<file path="config.mk">
export PLATFORM = sky130hd
export DESIGN_NAME = mem_bus_arbiter
export DESIGN_NICKNAME = d
export VERILOG_FILES = /design/src/rtl/mem_bus_arbiter.sv
export SDC_FILE = /design/constraint.sdc
export NUM_CORES = 1
export LEC_CHECK = 0
export CAP_MARGIN = 5
export CELL_PAD_IN_SITES_DETAIL_PLACEMENT = 1
export CELL_PAD_IN_SITES_GLOBAL_PLACEMENT = 2
export CORE_AREA = 2 2 192 194
export DETAILED_ROUTE_END_ITERATION = 10
export DIE_AREA = 0 0 194 196
export DONT_BUFFER_PORTS = 1
export HOLD_SLACK_MARGIN = 0.06
export PLACE_DENSITY = 0.7
export REMOVE_ABC_BUFFERS = 1
export SYNTH_ARGS = -nofsm -noshare
export SYNTH_HDL_FRONTEND = slang
export SYNTH_SLANG_ARGS = --single-unit
</file>
<file path="constraint.sdc">
create_clock -name clk -period 2.6 [get_ports clk]
set_input_delay 0.52 -clock clk [delete_from_list [all_inputs] [get_ports clk]]
set_output_delay 0.52 -clock clk [all_outputs]
set_load 0.1 [all_outputs]
</file>
<file path="src/rtl/mem_bus_arbiter.sv">
// mem_bus_arbiter: shares one single-ported, variable-latency memory between
// the CPU instruction-fetch port and the CPU data port. One transaction at a
// time, data has fixed priority over instruction fetch, and a watchdog
// aborts any access whose memory never answers.
module mem_bus_arbiter #(
    parameter int WORD      = 64,
    parameter int INST_SIZE = 32,
    parameter int TIMEOUT   = 16
) (
    input  logic                 clk,
    input  logic                 rst_n,
    input  logic                 i_req,
    input  logic [WORD-1:0]      i_addr,
    output logic [INST_SIZE-1:0] i_rdata,
    output logic                 i_valid,
    input  logic                 d_rd,
    input  logic                 d_wr,
    input  logic [WORD-1:0]      d_addr,
    input  logic [WORD-1:0]      d_wdata,
    output logic [WORD-1:0]      d_rdata,
    output logic                 d_valid,
    output logic [WORD-1:0]      mem_addr,
    output logic [WORD-1:0]      mem_wdata,
    output logic                 mem_re,
    output logic                 mem_we,
    input  logic [WORD-1:0]      mem_rdata,
    input  logic                 mem_ready,
    output logic                 bus_err
);

    localparam int CW = $clog2(TIMEOUT + 1);
    // Last counter value still waiting; one more unanswered cycle aborts.
    localparam logic [CW-1:0] CNT_LAST = CW'(TIMEOUT - 1);

    typedef enum logic [1:0] {
        IDLE = 2'd0,
        DACC = 2'd1,
        IACC = 2'd2
    } state_t;

    state_t                 state_r,     state_s;
    logic [CW-1:0]          cnt_r,       cnt_s;
    logic [WORD-1:0]        mem_addr_r,  mem_addr_s;
    logic [WORD-1:0]        mem_wdata_r, mem_wdata_s;
    logic                   mem_re_r,    mem_re_s;
    logic                   mem_we_r,    mem_we_s;
    logic [INST_SIZE-1:0]   i_rdata_r,   i_rdata_s;
    logic [WORD-1:0]        d_rdata_r,   d_rdata_s;
    logic                   i_valid_r,   i_valid_s;
    logic                   d_valid_r,   d_valid_s;
    logic                   bus_err_r,   bus_err_s;

    // Next-state and next-output logic; every register holds unless changed.
    always_comb begin
        state_s     = state_r;
        cnt_s       = cnt_r;
        mem_addr_s  = mem_addr_r;
        mem_wdata_s = mem_wdata_r;
        mem_re_s    = mem_re_r;
        mem_we_s    = mem_we_r;
        i_rdata_s   = i_rdata_r;
        d_rdata_s   = d_rdata_r;
        i_valid_s   = 1'b0;
        d_valid_s   = 1'b0;
        bus_err_s   = bus_err_r;
        case (state_r)
            IDLE: begin
                if (d_rd || d_wr) begin
                    state_s    = DACC;
                    cnt_s      = '0;
                    mem_addr_s = d_addr;
                    if (d_wr) begin
                        // A write wins when both strobes are requested.
                        mem_wdata_s = d_wdata;
                        mem_we_s    = 1'b1;
                        mem_re_s    = 1'b0;
                    end else begin
                        mem_we_s = 1'b0;
                        mem_re_s = 1'b1;
                    end
                    if (d_rd && d_wr) begin
                        bus_err_s = 1'b1;
                    end else begin
                        bus_err_s = bus_err_r;
                    end
                end else if (i_req) begin
                    state_s    = IACC;
                    cnt_s      = '0;
                    mem_addr_s = i_addr;
                    mem_we_s   = 1'b0;
                    mem_re_s   = 1'b1;
                end else begin
                    // mem_ready seen while idle is ignored
                    state_s = IDLE;
                end
            end
            DACC: begin
                if (mem_ready) begin
                    state_s   = IDLE;
                    mem_re_s  = 1'b0;
                    mem_we_s  = 1'b0;
                    d_valid_s = 1'b1;
                    if (mem_we_r) begin
                        d_rdata_s = d_rdata_r;
                    end else begin
                        d_rdata_s = mem_rdata;
                    end
                end else if (cnt_r == CNT_LAST) begin
                    state_s   = IDLE;
                    mem_re_s  = 1'b0;
                    mem_we_s  = 1'b0;
                    d_valid_s = 1'b1;
                    d_rdata_s = '0;
                    bus_err_s = 1'b1;
                end else begin
                    cnt_s = cnt_r + CW'(1);
                end
            end
            IACC: begin
                if (mem_ready) begin
                    state_s   = IDLE;
                    mem_re_s  = 1'b0;
                    mem_we_s  = 1'b0;
                    i_valid_s = 1'b1;
                    i_rdata_s = mem_rdata[INST_SIZE-1:0];
                end else if (cnt_r == CNT_LAST) begin
                    state_s   = IDLE;
                    mem_re_s  = 1'b0;
                    mem_we_s  = 1'b0;
                    i_valid_s = 1'b1;
                    i_rdata_s = '0;
                    bus_err_s = 1'b1;
                end else begin
                    cnt_s = cnt_r + CW'(1);
                end
            end
            default: begin
                state_s  = IDLE;
                mem_re_s = 1'b0;
                mem_we_s = 1'b0;
            end
        endcase
    end

    // State and output registers; reset aborts any access with no pulse.
    always_ff @(posedge clk or negedge rst_n) begin
        if (!rst_n) begin
            state_r     <= IDLE;
            cnt_r       <= '0;
            mem_addr_r  <= '0;
            mem_wdata_r <= '0;
            mem_re_r    <= 1'b0;
            mem_we_r    <= 1'b0;
            i_rdata_r   <= '0;
            d_rdata_r   <= '0;
            i_valid_r   <= 1'b0;
            d_valid_r   <= 1'b0;
            bus_err_r   <= 1'b0;
        end else begin
            state_r     <= state_s;
            cnt_r       <= cnt_s;
            mem_addr_r  <= mem_addr_s;
            mem_wdata_r <= mem_wdata_s;
            mem_re_r    <= mem_re_s;
            mem_we_r    <= mem_we_s;
            i_rdata_r   <= i_rdata_s;
            d_rdata_r   <= d_rdata_s;
            i_valid_r   <= i_valid_s;
            d_valid_r   <= d_valid_s;
            bus_err_r   <= bus_err_s;
        end
    end

    assign mem_addr  = mem_addr_r;
    assign mem_wdata = mem_wdata_r;
    assign mem_re    = mem_re_r;
    assign mem_we    = mem_we_r;
    assign i_rdata   = i_rdata_r;
    assign d_rdata   = d_rdata_r;
    assign i_valid   = i_valid_r;
    assign d_valid   = d_valid_r;
    assign bus_err   = bus_err_r;

endmodule

</file>
-- Word level (Yosys, flattened, before mapping)
Cells that the tools add are included.
- input bits: 262
- register bits: 236
- logic and storage cells: 73
- output and inout bits: 229
- eq/ne operators: 11
- add/subtract/negate cells: 1
- muxes and demuxes: 36
- reduce and logical (&&, ||, !) cells: 14
- operators by type and width (operator ; count):
    $mux W64 ; 5
    $mux W32 ; 2
    $mux W5 ; 4
    $mux W1 ; 16
    $ne A2 B2 Y1 const B ; 5
    $pmux W5 S2 ; 1
    $mux W2 ; 4
    $pmux W1 S2 ; 3
    $reduce_and A2 Y1 ; 3
    $reduce_and A3 Y1 ; 2
    $reduce_bool A2 Y1 ; 3
    $add A5 B1 Y5 const B ; 1
    $eq A5 B4 Y1 const B ; 1
    $reduce_and A5 Y1 ; 1
    $pmux W2 S2 ; 1
    $reduce_and A4 Y1 ; 1
    $ne A3 B1 Y1 const B ; 1
    $ne A3 B3 Y1 const B ; 1
    $eq A2 B1 Y1 const B ; 1
    $eq A2 B2 Y1 const B ; 1
    $logic_not A2 Y1 ; 1
    $ne A2 B1 Y1 const B ; 1
    $reduce_or A2 Y1 ; 1
    $logic_and A1 B1 Y1 ; 1
    $logic_or A1 B1 Y1 ; 1

-- Depth between registers and ports, before layout
- word-level depth: 4
- gate-level depth with buffers: 9
- mapped depth without buffers: 6

-- Least setup slack after synthesis
Ideal clock, no wire load.
- path kind: register to register
- start point: register cnt_r[0]
- end point: register d_rdata_r[10] (netlist: d_rdata[10])
- path slack: 601 ps
- data arrival time: 1920 ps
- period minus slack after synthesis: 1999 ps
- path buffers: 3
- library setup time: 79 ps
- stages on the path, launching flop included: 10
- data required time: 2521 ps
- cell sequence: dfrtp_1 ha_1 and3_1 ha_1 or2_1 buf_4 nand3_2 buf_6 buf_12 mux2i_1
- longest elaborated chain between the ends: 3
- RTL lines (what ; RTL line ; text):
    from (decl) ; 42 ; logic [CW-1:0] cnt_r, cnt_s;
    from (signal assigned) ; 161 ; cnt_r <= cnt_s;
    $eq A5 B4 Y1 ; 108 ; end else if (cnt_r == CNT_LAST) begin
    $reduce_bool A2 Y1 (no line) ; -- ;
    $reduce_and A3 Y1 (no line) ; -- ;
    to (signal assigned) ; 167 ; d_rdata_r <= d_rdata_s;
    to (decl) ; 48 ; logic [WORD-1:0] d_rdata_r, d_rdata_s;
Every way passes these cells.
A chain may end at the register's enable or synchronous reset.

-- Final worst setup path
- start point: register cnt_r[1]
- end point: register d_rdata_r[10] (netlist: d_rdata[10])
The elaborated chain is that of the path after synthesis.

==> impl_results.md <==
- Final Wtd Congestion: 0.8207
- Syn Inst Count: 833
- Post-CTS Setup Bufs: 0
- Die Y-Extent: just under 200 um
- Number of global-route vias before repair: 6,803
- Crit path top cell by count: ha_1
- Top post-synthesis cells by area: dfrtp_1 59%, mux2i_1 13%, mux2_2 7.1%, nand2_1 5.1%, a22o_1 2.8%
- Largest net degree at the start of global routing: ~240
- Seq cells post-synth: 236
- Resized Gates After CTS: 0
- Slew headroom: 0.3459
- Detailed Routing Iterations Pass 1: 4
- Clock transition at path regs: 60 ps
- Final core utilization: 0.3270
- # nets final: around 1,100
- Mapped cell area: a little over 0.01 mm2
- Final hold vios: about 240
- Initial antenna violation count: 4
- First-pass GRT wire length: between 40,000 and 50,000 um
- # setup viols final: 0
- Maximum clock rate: about 440 MHz
- Via count: 6,378
- Startpoint types: flip-flop
- RSZ-0062 raised after global routing: no
- Final critical-path required period: ~2300 ps
- DRC violations left: 0
- Hold-fix buffers, CTS: 1
- CP endpoint kind: flip-flop
- Failing checks: hold timing
- Worst path cell trace: ha_1, and3_1, ha_1, or2_1, nand3_4, buf_4, mux2i_1
- Clock skew: about 6.0 ps
- WS Path Type: flip-flop to flip-flop
- Layout cells sized above 1: 0.1969
- Sequential area share after synthesis: 0.5856
- Area delta synth->final: 17.02%
- Syn avg cell area: between 10 and 15 um2
- Worst Path Arrival: roughly 2700 ps
- Wire per inst: 21.88 um
- CP max stage cell: dfrtp_1
- Slew Limit Fails: 0
- FF-to-FF path depth: 7
- CTS tree: yes
- Synth area leader: dfrtp_1
- RR Endpoint: d_rdata[10]
- CTS max path bufs: 3
- Vias/cell: between 4 and 5
- Mux cell area share after synthesis: 0.1985
- Clk sink count: ~240
- Status: finished, violations left
- Iteration-0 DRC Markers: 200
- Number of routed nets with antenna violations: 0
- Port-buffer cells: 0
- Critical path's top delay family: simple AND/OR/NAND/NOR gates
- Global route overflow: 0
- Initial Util: 0.2795
- R2R Setup Slk: 320 ps
- Final Cycle Share: 0.8772
- TritonCTS Buffers: 26
- Total GRT Usage: 0.1501
- Full die area: 0.03802 mm2
- Endpoint required time on the critical path: roughly 3100 ps
- Xor/xnor cell area share of the yosys netlist: 0
- IO Pins: 491
- Worst-margin pin slew: 981.1 ps
- Cell variety after synth: 40
- Drt total wl: approximately 30,000 um
- Chip width: 194 um
- Adder-cell area share of the yosys netlist: 0.008685
- Dpl cell area: about 0.011 mm2
- Max-capacitance violation count: 0
- Hold slack: -321.3 ps
- Synth Area in Simple Gates: 0.07022
- Main combinational cell family by area after synthesis: multiplexers
- Post-synthesis compound-gate area fraction: 0.07060
- FP Rows: 70
- Critical path peak fanout: 15
- Hold/Removal Path Class: input port to async pin
- Crit path buf inv count: 1
- Root buf cell: clkbuf_16
- Clock latency on the worst-skew pair: 530 ps
- DPL Wire Length: between 20,000 and 25,000 um
- Htree depth: 1
- CORE AREA: 0.03608 mm2
- Worst r2r src: cnt_r[1]
- Fin area: between 0.01 and 0.015 mm2
- Share of the synthesized area in the top cell type: 0.5856
- Delay of the slowest critical-path stage: 420 ps
- Synth warn: 0
## Yosys cell counts (all sizes together)
| cell | count |
|---|---|
| mux2 | 64 |
| nand2b | 1 |
| and3 | 1 |
| mux2i | 128 |
| nand3 | 6 |
| nor3b | 1 |
| dfrtp | 236 |
| nand4 | 2 |
| a221oi | 1 |
| nor4b | 2 |
| nor2b | 1 |
| nor4bb | 1 |
| o31ai | 3 |
| and2 | 2 |
| o211ai | 1 |
| nand3b | 1 |
| nor2 | 3 |
| nand2 | 138 |
| o41ai | 1 |
| buf | 37 |
| o311ai | 1 |
| inv | 70 |
| or2 | 2 |
| o21ai | 71 |
| a22o | 32 |
| or4b | 1 |
| ha | 7 |
| a21o | 2 |
| nand4b | 2 |
| clkbuf | 15 |
## registers in the layout (all words and copies together), names as in the netlist
register / count
mem_addr: 64
d_valid: 1
i_rdata: 32
mem_re: 1
mem_wdata: 64
d_rdata: 64
mem_we: 1
i_valid: 1
bus_err: 1
state_r: 2
cnt_r: 5
## placed cells by master (no fill, tap or decap), drive strengths merged, types with 2 or more instances in the layout
| cell type | instances |
|---|---|
| mux2 | 64 |
| mux2i | 128 |
| bufinv | 4 |
| o31ai | 3 |
| nand3 | 6 |
| or2 | 2 |
| nor2 | 3 |
| nand4 | 2 |
| a22o | 32 |
| dfrtp | 236 |
| ha | 7 |
| nor4b | 2 |
| o21ai | 71 |
| a21o | 2 |
| diode | 2 |
| clkbuf | 40 |
| and2 | 2 |
| buf | 60 |
| nand4b | 2 |
| nand2 | 138 |
| inv | 70 |
| clkinv | 3 |
## cell families after synthesis
kind of cell / after synthesis
AND/OR/NAND/NOR: 164
AO/OA/AOI/OAI: 112
buffers and inverters: 122
adder cells (fa/ha/maj): 7
multiplexers: 192
flip-flops: 236
## metal layers
layer  part of all wire  global-route usage
met5             0.0019                   0
met3              0.099             0.05570
met2               0.50              0.2624
met1               0.38              0.1731
met4              0.017             0.03956
## worst max-delay path by stage
stage | from | endpoint | slack [ps] | depth (start not counted)
after floorplan | d_rd | mem_addr[10] | -2260 | 2
after global placement | cnt_r[1] | d_rdata[13] | 370 | 7
after detailed placement | cnt_r[0] | d_rdata[52] | 300 | 7
after CTS | cnt_r[1] | d_rdata[52] | 300 | 7
after global routing | cnt_r[1] | d_rdata[51] | 180 | 7
final | cnt_r[1] | d_rdata[10] | 320 | 7
## final cells by class
| cell class | instances | area (um2) |
|---|---|---|
| timing repair buffer | 61 | 535.5 |
| antenna | 2 | 5.005 |
| fill | 3940 | 24280 |
| tap | 468 | 585.6 |
| sequential | 236 | 5906 |
| clock buffer | 40 | 834.6 |
| multi-input combinational | 475 | 3533 |
| inverter | 70 | 262.8 |
| clock inverter | 7 | 138.9 |
## through the flow
stage	hold slack, ps	setup slack [ps]	cells	TNS, ps
2_1_floorplan	224.4	-2259	781	-165360
3_3_place_gp	229.5	366.3	1309	0
3_5_place_dp	229.8	301.4	1309	0
4_1_cts	-363.1	304.6	1357	0
5_1_grt	-360.2	177.1	1357	0
6_report	-321.3	319.4	1359	0
Power is left out: the tool's default activity adds up to more than one toggle a clock period on the data nets, which glitch-free logic cannot reach.
